File: src/rtl/mult_job_sched.sv
// Job controller for the processor412 multiply engine: round-robin arbitration of two requesters,
// operand write, start/ready handshake and product read-back. Define MULT_JOB_SCHED_TIMEOUT_EN for a WAIT timeout.
module mult_job_sched #(
  parameter logic [8:0] OPA_ADR    = 9'd0,
  parameter logic [8:0] OPB_ADR    = 9'd1,
  parameter logic [8:0] RES_LO_ADR = 9'd2,
  parameter logic [8:0] RES_HI_ADR = 9'd3
`ifdef MULT_JOB_SCHED_TIMEOUT_EN
  ,
  parameter int unsigned TIMEOUT   = 4096
`endif
) (
  input  logic        ck,
  input  logic        rb,
  input  logic        req0_valid,
  input  logic [31:0] req0_a,
  input  logic [31:0] req0_b,
  output logic        req0_ready,
  input  logic        req1_valid,
  input  logic [31:0] req1_a,
  input  logic [31:0] req1_b,
  output logic        req1_ready,
  output logic        rsp_valid,
  output logic        rsp_id,
  output logic [63:0] rsp_prod,
  output logic        rsp_err,
  input  logic        rsp_ready,
  output logic        busy,
  output logic        p_start,
  input  logic        p_ready,
  output logic        p_dcen,
  output logic        p_dwen,
  output logic [8:0]  p_dadr,
  output logic [31:0] p_dinp,
  input  logic [31:0] p_dout
);

  localparam logic [3:0] S_IDLE  = 4'd0;
  localparam logic [3:0] S_WR_A  = 4'd1;
  localparam logic [3:0] S_WR_B  = 4'd2;
  localparam logic [3:0] S_START = 4'd3;
  localparam logic [3:0] S_WAIT  = 4'd4;
  localparam logic [3:0] S_RD_LO = 4'd5;
  localparam logic [3:0] S_RD_HI = 4'd6;
  localparam logic [3:0] S_CAP   = 4'd7;
  localparam logic [3:0] S_RESP  = 4'd8;

  logic [3:0]  state_q, state_d;
  logic [31:0] a_q, a_d, b_q, b_d, lo_q, lo_d, hi_q, hi_d;
  logic        id_q, id_d, last_q, last_d, prdy_q;
  logic        in_idle, gnt0, gnt1, rdy_rise;
`ifdef MULT_JOB_SCHED_TIMEOUT_EN
  localparam logic [12:0] TMO_LAST = 13'(TIMEOUT - 1);
  logic [12:0] cnt_q, cnt_d;
  logic        err_q, err_d;
`endif

  // last_q resets to 1 so requester 0 wins the first tie
  assign in_idle    = (state_q == S_IDLE);
  assign gnt0       = req0_valid & (~req1_valid | last_q);
  assign gnt1       = req1_valid & (~req0_valid | ~last_q);
  assign req0_ready = rb & in_idle & gnt0;
  assign req1_ready = rb & in_idle & gnt1;
  assign rdy_rise   = p_ready & ~prdy_q;

  always_comb begin
    state_d = state_q;
    a_d     = a_q;
    b_d     = b_q;
    id_d    = id_q;
    last_d  = last_q;
    lo_d    = lo_q;
    hi_d    = hi_q;
`ifdef MULT_JOB_SCHED_TIMEOUT_EN
    cnt_d   = cnt_q;
    err_d   = err_q;
`endif
    case (state_q)
      S_IDLE: begin
        if (gnt0 | gnt1) begin
          a_d     = gnt1 ? req1_a : req0_a;
          b_d     = gnt1 ? req1_b : req0_b;
          id_d    = gnt1;
          last_d  = gnt1;
          lo_d    = '0;
          hi_d    = '0;
`ifdef MULT_JOB_SCHED_TIMEOUT_EN
          err_d   = 1'b0;
`endif
          state_d = S_WR_A;
        end
      end
      S_WR_A:  state_d = S_WR_B;
      S_WR_B:  state_d = S_START;
      S_START: begin
        state_d = S_WAIT;
`ifdef MULT_JOB_SCHED_TIMEOUT_EN
        cnt_d   = '0;
`endif
      end
      // only a fresh rise of p_ready counts; a level left over from the previous job is ignored
      S_WAIT: begin
        if (rdy_rise) begin
          state_d = S_RD_LO;
        end
`ifdef MULT_JOB_SCHED_TIMEOUT_EN
        else if (cnt_q == TMO_LAST) begin
          err_d   = 1'b1;
          state_d = S_RESP;
        end else begin
          cnt_d   = cnt_q + 13'd1;
        end
`endif
      end
      S_RD_LO: state_d = S_RD_HI;
      S_RD_HI: begin
        lo_d    = p_dout;
        state_d = S_CAP;
      end
      S_CAP: begin
        hi_d    = p_dout;
        state_d = S_RESP;
      end
      S_RESP:  if (rsp_ready) state_d = S_IDLE;
      default: state_d = S_IDLE;
    endcase
  end

  always_ff @(posedge ck or negedge rb) begin
    if (!rb) begin
      state_q <= S_IDLE;
      a_q     <= '0;
      b_q     <= '0;
      id_q    <= 1'b0;
      last_q  <= 1'b1;
      lo_q    <= '0;
      hi_q    <= '0;
      prdy_q  <= 1'b0;
`ifdef MULT_JOB_SCHED_TIMEOUT_EN
      cnt_q   <= '0;
      err_q   <= 1'b0;
`endif
    end else begin
      state_q <= state_d;
      a_q     <= a_d;
      b_q     <= b_d;
      id_q    <= id_d;
      last_q  <= last_d;
      lo_q    <= lo_d;
      hi_q    <= hi_d;
      prdy_q  <= p_ready;
`ifdef MULT_JOB_SCHED_TIMEOUT_EN
      cnt_q   <= cnt_d;
      err_q   <= err_d;
`endif
    end
  end

  always_comb begin
    p_dcen  = 1'b0;
    p_dwen  = 1'b0;
    p_dadr  = '0;
    p_dinp  = '0;
    p_start = 1'b0;
    case (state_q)
      S_WR_A: begin
        p_dcen = 1'b1;
        p_dwen = 1'b1;
        p_dadr = OPA_ADR;
        p_dinp = a_q;
      end
      S_WR_B: begin
        p_dcen = 1'b1;
        p_dwen = 1'b1;
        p_dadr = OPB_ADR;
        p_dinp = b_q;
      end
      S_START: p_start = 1'b1;
      S_RD_LO: begin
        p_dcen = 1'b1;
        p_dadr = RES_LO_ADR;
      end
      S_RD_HI: begin
        p_dcen = 1'b1;
        p_dadr = RES_HI_ADR;
      end
      default: ;
    endcase
  end

  assign busy      = ~in_idle;
  assign rsp_valid = (state_q == S_RESP);
  assign rsp_id    = id_q;
  assign rsp_prod  = {hi_q, lo_q};
`ifdef MULT_JOB_SCHED_TIMEOUT_EN
  assign rsp_err   = err_q;
`else
  assign rsp_err   = 1'b0;
`endif

endmodule

File: config.mk
export PLATFORM = sky130hd
export DESIGN_NAME = mult_job_sched
export DESIGN_NICKNAME = d
export VERILOG_FILES = /design/src/rtl/mult_job_sched.sv
export SDC_FILE = /design/constraint.sdc
export NUM_CORES = 1
export LEC_CHECK = 0
export BUFFER_PORTS_ARGS = -buffer_cell sky130_fd_sc_hd__buf_2
export CAP_MARGIN = 40
export CORE_ASPECT_RATIO = 0.75
export CORE_UTILIZATION = 45
export DETAILED_ROUTE_END_ITERATION = 7
export PLACE_DENSITY = 0.76
export SETUP_SLACK_MARGIN = 0.4
export SYNTH_ARGS = -nofsm -noshare
export SYNTH_HDL_FRONTEND = slang
export SYNTH_SLANG_ARGS = --single-unit
File: constraint.sdc
create_clock -name ck -period 2.24 [get_ports ck]
set_clock_uncertainty 0.1 [all_clocks]
set_input_delay 0.336 -clock ck [delete_from_list [all_inputs] [get_ports ck]]
set_output_delay 0.336 -clock ck [all_outputs]
set_load 0.03 [all_outputs]
==> results.json, run 1 <==
{
  "final.setup.tns_ns": -11.79,
  "critPathMaxFanout": 5,
  "cts-root-buf": "clkbuf_16",
  "clk_pin_slew_ns": 0.06,
  "cts_tree": "yes",
  "htreeDepth": 4,
  "ys_seq_area_share_pct": 54.9,
  "row_count": 36,
  "first_pass_iters": 5,
  "cp-start-kind": "flop",
  "crit_arrival_ns": 2.63,
  "required_ns": 2.46,
  "via_per_inst": 6.36,
  "fin_cells": 1049,
  "vias": 6673,
  "reg2reg_depth": 11,
  "min_period_over_period_pct": 108,
  "end_kind": "flop",
  "cap_violations": 0,
  "rsz0062_at_grt": "yes",
  "syn_inst": 537,
  "gp_congestion": 0.879,
  "antenna_found_initial": 0,
  "slew_viol_final": 0,
  "setup_violations": 150,
  "synth-seq-cells": 135,
  "portBuffers": 271,
  "die-area_um2": 14200,
  "stdcell_area_um2": 11100,
  "layout-drive-gt1-share_pct": 62.4,
  "worstPathCellList": "buf_12 -> nor4_4 -> buf_4 -> buf_6 -> buf_6 -> nor2b_4 -> buf_12 -> buf_6 -> buf_12 -> buf_16 -> a2bb2oi_2",
  "coreArea_um2": 13200,
  "place_area_um2": 7760,
  "irDropWorstVdd_mv": 0.989,
  "finalWirelength_um": 27100,
  "timing.hold.ws_ns": -0.0755,
  "worst_pin_slew_ns": 0.762,
  "dp.cells": 932,
  "hp-class": "input port to async pin",
  "worstSetupPathType": "flop to flop",
  "slew_headroom_pct": 49.2,
  "overflow": 0,
  "yosysWarningCount": 0,
  "start_util_pct": 46.8,
  "cp_slowest_stage_delay_ns": 0.45,
  "hold_viol": 62,
  "grt_usage_pct": 33.3,
  "syn_area_um2": 6160,
  "fmax_mhz": 414,
  "syn_avg_cell_area_um2": 11.5,
  "drc": 0,
  "nets": 1031,
  "grt_max_degree": 136,
  "io_pins": 280,
  "slowest_stage": "dfrtp_2",
  "grt_pass1_vias": 6188,
  "critical_path_buf_inv_count": 8,
  "power_uw": 19200,
  "utilization_pct": 84.0,
  "worstSkewPairLatency_ns": 0.41,
  "grt_pass1_wl_um": 34800,
  "drt-initial-drc-count": 543,
  "synth.distinct_cells": 31,
  "dieHeight_um": 103,
  "antenna_cells_inserted": 0,
  "finalCriticalPeriod_ns": 2.41,
  "status": "complete, but fails checks",
  "p_per_area_nw_per_um2": 1730,
  "cp_top_family": "buffers and inverters",
  "setup_ws_ns": -0.173,
  "die_width_um": 137,
  "dp.final_hpwl_um": 12500,
  "ant_nets": 0,
  "violations": "hold timing, setup timing",
  "clock_sinks": 135,
  "numCtsBuffers": 17,
  "syn_to_final_growth_pct": 79.5,
  "worstReg2RegStart": "state_q[1]",
  "regToRegSetupSlack_ns": -0.17,
  "avgRoutedWirePerCell_um": 25.8,
  "p_leak_uw": 0.00501,
  "r2r_end": "a_q[26]",
  "cts_buffer_depth": 2
}
cell usage in the layout, fill, tap and decap left out, drive strengths merged, types with 3 or more instances in the layout:
cell type / synthesis / layout
buf: 27 / 366
dfrtp: 134 / 134
o2bb2ai: 64 / 64
clkinv: 0 / 3
bufinv: 0 / 4
clkbuf: 46 / 27
nand2b: 3 / 3
conb: 1 / 8
clkinvlp: 0 / 3
nand2: 67 / 67
a22o: 32 / 32
nor3: 3 / 3
o32ai: 64 / 64
inv: 2 / 5
a2bb2oi: 64 / 64
nor2: 11 / 11
a21oi: 3 / 3
sequential cells by signal, summed over array words and instances, names as in the netlist:
signal,cells
last_q,1
b_q,32
a_q,32
prdy_q,1
hi_q,32
rsp_id,1
state_q,4
lo_q,32
final cells by class:
cell class | instances | area, um^2
multi-input cells | 334 | 3550
flip-flops and latches | 135 | 3380
repair buffers | 375 | 3260
fillers | 639 | 2100
clock buffers | 19 | 443
well taps | 171 | 214
clock inverters | 13 | 195
inverters | 2 | 10.0
worst max-delay path by stage:
stage | start | endpoint | slack (ns) | cells after the start
floorplan | state_q[0] | req0_ready | 0.22 | 5
global placement | state_q[1] | p_dinp[21] | 0.30 | 5
detailed placement | state_q[1] | p_dinp[26] | 0.17 | 5
CTS | state_q[0] | p_dinp[30] | 0.01 | 6
global route | state_q[1] | a_q[5] | -0.20 | 11
finish | state_q[1] | a_q[26] | -0.17 | 11
routing by layer:
layer / vias up / track usage (%) / share of wire, %
li1: 2768 / - / -
met5: - / 0 / 0
met1: 3305 / 42.1 / 38
met2: 477 / 55.1 / 48
met3: 123 / 7.94 / 9.1
met4: 0 / 14.5 / 4.6
synthesized netlist by cell type:
cell type,number,area [um^2]
dfrtp_1,134,3350
a31oi_1,1,6.26
buf_2,16,80.1
o21ai_0,1,5.00
a21bo_2,1,10.0
nand3b_1,1,7.51
dfstp_2,1,26.3
nor4b_2,1,15.0
buf_1,2,7.51
nand4b_1,1,8.76
o32ai_1,64,561
nor2b_1,2,12.5
or2_1,1,6.26
nor2_1,11,41.3
nand2_1,67,251
xnor2_1,1,8.76
clkbuf_1,46,173
o2bb2ai_1,64,561
a22o_1,32,280
buf_4,9,67.6
xor2_1,1,8.76
nand4bb_1,1,11.3
inv_1,2,7.51
nor3_1,3,15.0
nor4b_1,1,8.76
conb_1,1,3.75
o21a_1,1,7.51
a2bb2oi_1,64,561
nor4_4,1,21.3
a21oi_1,3,15.0
nand2b_1,3,18.8
worst reg2reg max path: cells and delay by family, from the launching register on:
kind,cells,cell delay (ns)
compound gates,1,0.20
buf+inv,8,1.02
flops,1,0.45
simple gates,2,0.57
repair_timing:
item,in CTS,in global routing
setup buffers,36,21
gates cloned,18,9
gates resized for setup,208,70
hold buffers,1,0
setup endpoints to repair,117,172
hold endpoints to repair,1,0
pin swaps,23,11
cell families after synthesis:
family | Yosys count | share of synthesized area (%)
compound gates | 231 | 32.6
other cells | 1 | 0.0609
xor+xnor | 2 | 0.284
buf+inv | 75 | 5.44
simple gates | 93 | 6.78
flops | 135 | 54.9
power breakdown:
group	internal (uW)	leakage [uW]	switching (uW)
Combinational	5840	0.00309	5900
Sequential	3450	0.00162	927
Clock	1910	0.000301	1150
Total	11200	0.00501	7980
stage by stage:
stage | hold slack, ns | worst slack (ns)
detailed placement | 0.366 | 0.168
floorplan | -0.0596 | 0.220
global route | 0.0226 | -0.200
CTS | 0.000385 | 0.0124
finish | -0.0755 | -0.173
global placement | 0.363 | 0.302
No activity file was read; power rests on OpenSTA's default activity.
==> inputs of run 2 (changes only) <==
==> constraint.sdc (replaced) <==
create_clock -name ck -period 2.64 [get_ports ck]
set_clock_uncertainty 0.1 [all_clocks]
set_input_delay 0.396 -clock ck [delete_from_list [all_inputs] [get_ports ck]]
set_output_delay 0.396 -clock ck [all_outputs]
set_load 0.03 [all_outputs]
==> results.json, run 2 (synthesized netlist as in run 1, its figures left out) <==
{
  "cap_violations": 0,
  "crit_arrival_ns": 1.88,
  "clock_sinks": 135,
  "place_ws_ns": 0.449,
  "cp_slowest_stage_delay_ns": 0.42,
  "dp.final_hpwl_um": 12500,
  "grt_usage_pct": 27.2,
  "antenna_cells_inserted": 0,
  "gp_congestion": 0.896,
  "portBuffers": 271,
  "coreArea_um2": 13200,
  "slew_viol_final": 0,
  "drc": 0,
  "clk_pin_slew_ns": 0.06,
  "p_per_area_nw_per_um2": 1390,
  "dieHeight_um": 103,
  "antenna_found_initial": 0,
  "status": "complete, no violations",
  "min_period_over_period_pct": 90.0,
  "grt_max_degree": 136,
  "htreeDepth": 4,
  "worstPathCellList": "nor4b_4 -> buf_4 -> buf_6 -> buf_12 -> a22o_1 -> buf_6",
  "via_per_inst": 5.98,
  "p_leak_uw": 0.00415,
  "top_layer": "met4",
  "hold_viol": 0,
  "regToRegSetupSlack_ns": 0.53,
  "dr_wl_met2_um": 9580,
  "worstSetupPathType": "flop to output port",
  "final.setup.tns_ns": 0,
  "vias": 5876,
  "drt-initial-drc-count": 376,
  "end_kind": "output port",
  "cts_tree": "yes",
  "setup_violations": 0,
  "start_util_pct": 46.8,
  "worstSkewPairLatency_ns": 0.41,
  "required_ns": 2.14,
  "rsz0062_at_grt": "yes",
  "final_common_cell": "buf_2",
  "io_pins": 280,
  "finalWirelength_um": 20000,
  "ant_nets": 0,
  "fmax_mhz": 421,
  "crit_top_cell": "buf_6",
  "avgRoutedWirePerCell_um": 20.3,
  "cts-root-buf": "clkbuf_16",
  "slew_headroom_pct": 53.3,
  "cp-start-kind": "flop",
  "layout-drive-gt1-share_pct": 44.3,
  "wl_met3_um": 1490,
  "finalCriticalPeriod_ns": 2.38,
  "first_pass_iters": 5,
  "critPathMaxFanout": 8,
  "wl_met1_um": 8360,
  "die-area_um2": 14200,
  "nFillCells": 999,
  "timing.hold.ws_ns": 0.0289,
  "slowest_stage": "dfrtp_2",
  "worst_pin_slew_ns": 0.700,
  "grt_pass1_wl_um": 28800,
  "nets": 965,
  "mostFrequentLayoutCells": "buf_2, dfrtp_1, nand2_1",
  "grt_pass1_vias": 5384,
  "row_count": 36,
  "setup_ws_ns": 0.264,
  "numCtsBuffers": 17,
  "overflow": 0,
  "hp-class": "input port to async pin",
  "irDropWorstVdd_mv": 0.776,
  "syn_to_final_growth_pct": 43.5,
  "cts_buffer_depth": 2,
  "die_width_um": 137
}
run 2: worst max-delay path, delay by kind of cell, from the launching register on:
family	cells	cell delay, ns
AO/OA/AOI/OAI	1	0.19
buffers and inverters	4	0.56
flip-flops	1	0.42
AND/OR/NAND/NOR	1	0.30
run 2: cell type report:
cell class | count | area (um^2) | share of cell area (%)
Sequential cell | 135 | 3380 | 38.3
Inverter | 2 | 7.51 | 0.0849
Tap cell | 171 | 214 | 2.42
Clock inverter | 14 | 171 | 1.94
Multi-Input combinational cell | 334 | 2550 | 28.8
Timing Repair Buffer | 309 | 2070 | 23.5
Clock buffer | 18 | 439 | 4.97
run 2: metal layers:
metal | GRT usage [%] | up-vias
met5 | 0 | -
met1 | 36.2 | 2884
met3 | 6.77 | 59
li1 | - | 2630
met2 | 42.8 | 303
met4 | 11.5 | 0
run 2: what timing repair did:
item / CTS / global route
setup endpoints to repair: 36 / 86
pin swaps: 26 / 4
hold buffers: 1 / 0
hold endpoints to repair: 1 / 0
gates cloned: 4 / 1
gates resized for setup: 82 / 16
buffers inserted: 17 / 0
run 2: path summary, 6_finish.rpt:
| check | from | endpoint | cells past startpoint |
|---|---|---|---|
| setup / recovery | state_q[2] | p_dinp[28] | 6 |
| hold / removal | rb | hi_q[3] | 2 |
| setup reg to reg | state_q[1] | b_q[31] | 7 |
| hold reg to reg | lo_q[9] | lo_q[9] | 2 |
| max in group asynchronous | rb | state_q[1] | 2 |
| min in group ck | p_dout[1] | lo_q[1] | 2 |
run 2: power by group:
part           total [uW]  switching (uW)  leakage (uW)  internal [uW]
Combinational        6390            3710       0.00223           2680
Sequential           3470             543       0.00162           2920
Clock                2450             931      0.000293           1520
run 2: through the flow:
step           area, um^2  util, %  total power (uW)  instances
4_1_cts              8770     66.7             12200        982
3_3_place_gp         7680     58.4              8640        928
6_report             8840     67.2             12300        983
5_1_grt              8840     67.2             12900        983
2_1_floorplan        6200        -              7170        544
3_5_place_dp         7680     58.4              8800        928
==> inputs of run 3 (changes only) <==
--- a/config.mk
+++ b/config.mk
@@ -7,8 +7,9 @@
 export LEC_CHECK = 0
 export BUFFER_PORTS_ARGS = -buffer_cell sky130_fd_sc_hd__buf_2
 export CAP_MARGIN = 40
-export CORE_ASPECT_RATIO = 0.75
 export CORE_UTILIZATION = 45
+export CTS_BUF_LIST = sky130_fd_sc_hd__clkbuf_4 sky130_fd_sc_hd__clkbuf_8
+export CTS_CLUSTER_DIAMETER = 200
 export DETAILED_ROUTE_END_ITERATION = 7
 export PLACE_DENSITY = 0.76
 export SETUP_SLACK_MARGIN = 0.4
==> results.json, run 3 (synthesized netlist as in run 1, its figures left out) <==
{
  "status": "complete, no violations",
  "first_pass_iters": 4,
  "worstSetupPathType": "flop to output port",
  "portBuffers": 271,
  "rsz0062_at_grt": "yes",
  "final_common_cell": "buf_2",
  "hold_viol": 0,
  "numCtsBuffers": 17,
  "io_pins": 280,
  "p_per_area_nw_per_um2": 1340,
  "cts_buffer_depth": 2,
  "cp-start-kind": "flop",
  "end_kind": "output port",
  "hp-class": "input port to flop",
  "slew_headroom_pct": 49.1,
  "cts_tree": "yes",
  "gp_congestion": 0.831,
  "finalWirelength_um": 19300,
  "dieHeight_um": 119,
  "required_ns": 2.14,
  "fmax_mhz": 408,
  "row_count": 42,
  "vias": 5748,
  "grt_max_degree": 136,
  "finalCriticalPeriod_ns": 2.45,
  "drt-initial-drc-count": 328,
  "nets": 965,
  "slew_viol_final": 0,
  "worst_pin_slew_ns": 0.763,
  "layout-drive-gt1-share_pct": 44.3,
  "drc": 0,
  "worstPathCellList": "buf_6 -> nor4b_4 -> buf_6 -> buf_6 -> a22o_1 -> buf_4",
  "min_period_over_period_pct": 92.8,
  "dp.final_hpwl_um": 12400,
  "via_per_inst": 5.81,
  "die-area_um2": 14200,
  "crit_arrival_ns": 1.95,
  "syn_to_final_growth_pct": 39.3,
  "cts-root-buf": "clkbuf_8",
  "slowest_stage": "dfrtp_2",
  "cp_top_family": "buffers and inverters",
  "critical_path_buf_inv_count": 4,
  "stdcell_area_um2": 8580,
  "setup_violations": 0,
  "seq_area_um2": 3380,
  "grt_pass1_wl_um": 29200,
  "avgRoutedWirePerCell_um": 19.5,
  "clk_pin_slew_ns": 0.07,
  "worstSkewPairLatency_ns": 0.43,
  "overflow": 0,
  "grt_usage_pct": 26.7,
  "crit_top_cell": "buf_6",
  "grt_pass1_vias": 5747,
  "ant_nets": 0,
  "clock_sinks": 135,
  "multi_input_area_um2": 2540,
  "antenna_found_initial": 2,
  "start_util_pct": 46.3,
  "critPathMaxFanout": 8,
  "p_leak_uw": 0.00404,
  "coreArea_um2": 13300,
  "final.setup.tns_ns": 0,
  "die_width_um": 119,
  "nFillCells": 1087,
  "htreeDepth": 4,
  "cp_slowest_stage_delay_ns": 0.41,
  "place_area_um2": 7650,
  "mostFrequentLayoutCells": "buf_2, dfrtp_1, nand2_1",
  "cap_violations": 0,
  "irDropWorstVdd_mv": 0.551
}
## run 3: changes by cell type in the layout (fill, tap and decap cells not counted), sizes merged
cell         previous run  this run
clkbuf                 19        26
buf                   307       304
inv                     5         2
clkinv                  5         3
clkinvlp                3         1
diode                   0         2
bufinv                  3         4
dlygate4sd3             1         2
## run 3: layout make-up
class	instances	share of cell area, %
diodes	2	0.0583
clock buffers	23	3.40
clock inverters	8	1.71
inverters	2	0.117
multi-input cells	334	29.6
flip-flops and latches	135	39.4
well taps	176	2.57
repair buffers	309	23.1
## run 3: worst paths after layout
path                         endpoint        from  cells after the start  slack, ns
min in group asynchronous     b_q[31]          rb                      3       0.47
max in group asynchronous  state_q[0]          rb                      3       1.33
max reg2reg                   a_q[16]  state_q[0]                      8       0.45
min                            last_q  req0_valid                      2       0.06
max                        p_dinp[14]  state_q[1]                      6       0.19
min reg2reg                   hi_q[8]     hi_q[8]                      2       0.43
## run 3: worst register-to-register path: stages, from the launching register on
cell	delay [ns]
dfrtp_2	0.41
buf_6	0.13
nor4_4	0.36
buf_4	0.17
buf_6	0.10
buf_4	0.11
nor2b_4	0.19
buf_12	0.28
a2bb2oi_1	0.25
## run 3: power by group
part / total (uW) / switching (uW) / internal, uW
clock: 1880 / 764 / 1120
sequential: 3470 / 549 / 2920
combinational: 6160 / 3600 / 2560
total: 11500 / 4920 / 6590
## run 3: routing by layer
metal | vias up | track usage [%] | share of wire, %
li1 | 2617 | - | -
met1 | 2791 | 31.7 | 39
met2 | 296 | 44.1 | 49
met3 | 44 | 8.29 | 8.0
met4 | 0 | 12.7 | 3.6
met5 | - | 0 | 0
## run 3: timing repair
action                                  4_1_cts  5_1_grt
hold endpoints to repair                     14        0
gates resized for setup                      38       64
buffers inserted                              7        8
cloned                                        1        3
hold buffers                                  2        0
endpoints found under the setup margin       38       39
pin swaps                                     4       18
## run 3: through the flow
step	std cells	util (%)	setup WS, ns	total power, uW	hold WS (ns)
final	989	64.5	0.190	11500	0.0606
after global routing	989	64.5	0.122	12100	0.0376
after CTS	976	62.4	0.218	11000	0.0313
after detailed placement	935	57.5	0.428	8760	0.419
after global placement	935	57.5	0.558	8600	0.412
after floorplan	544	-	0.461	7170	0.000409
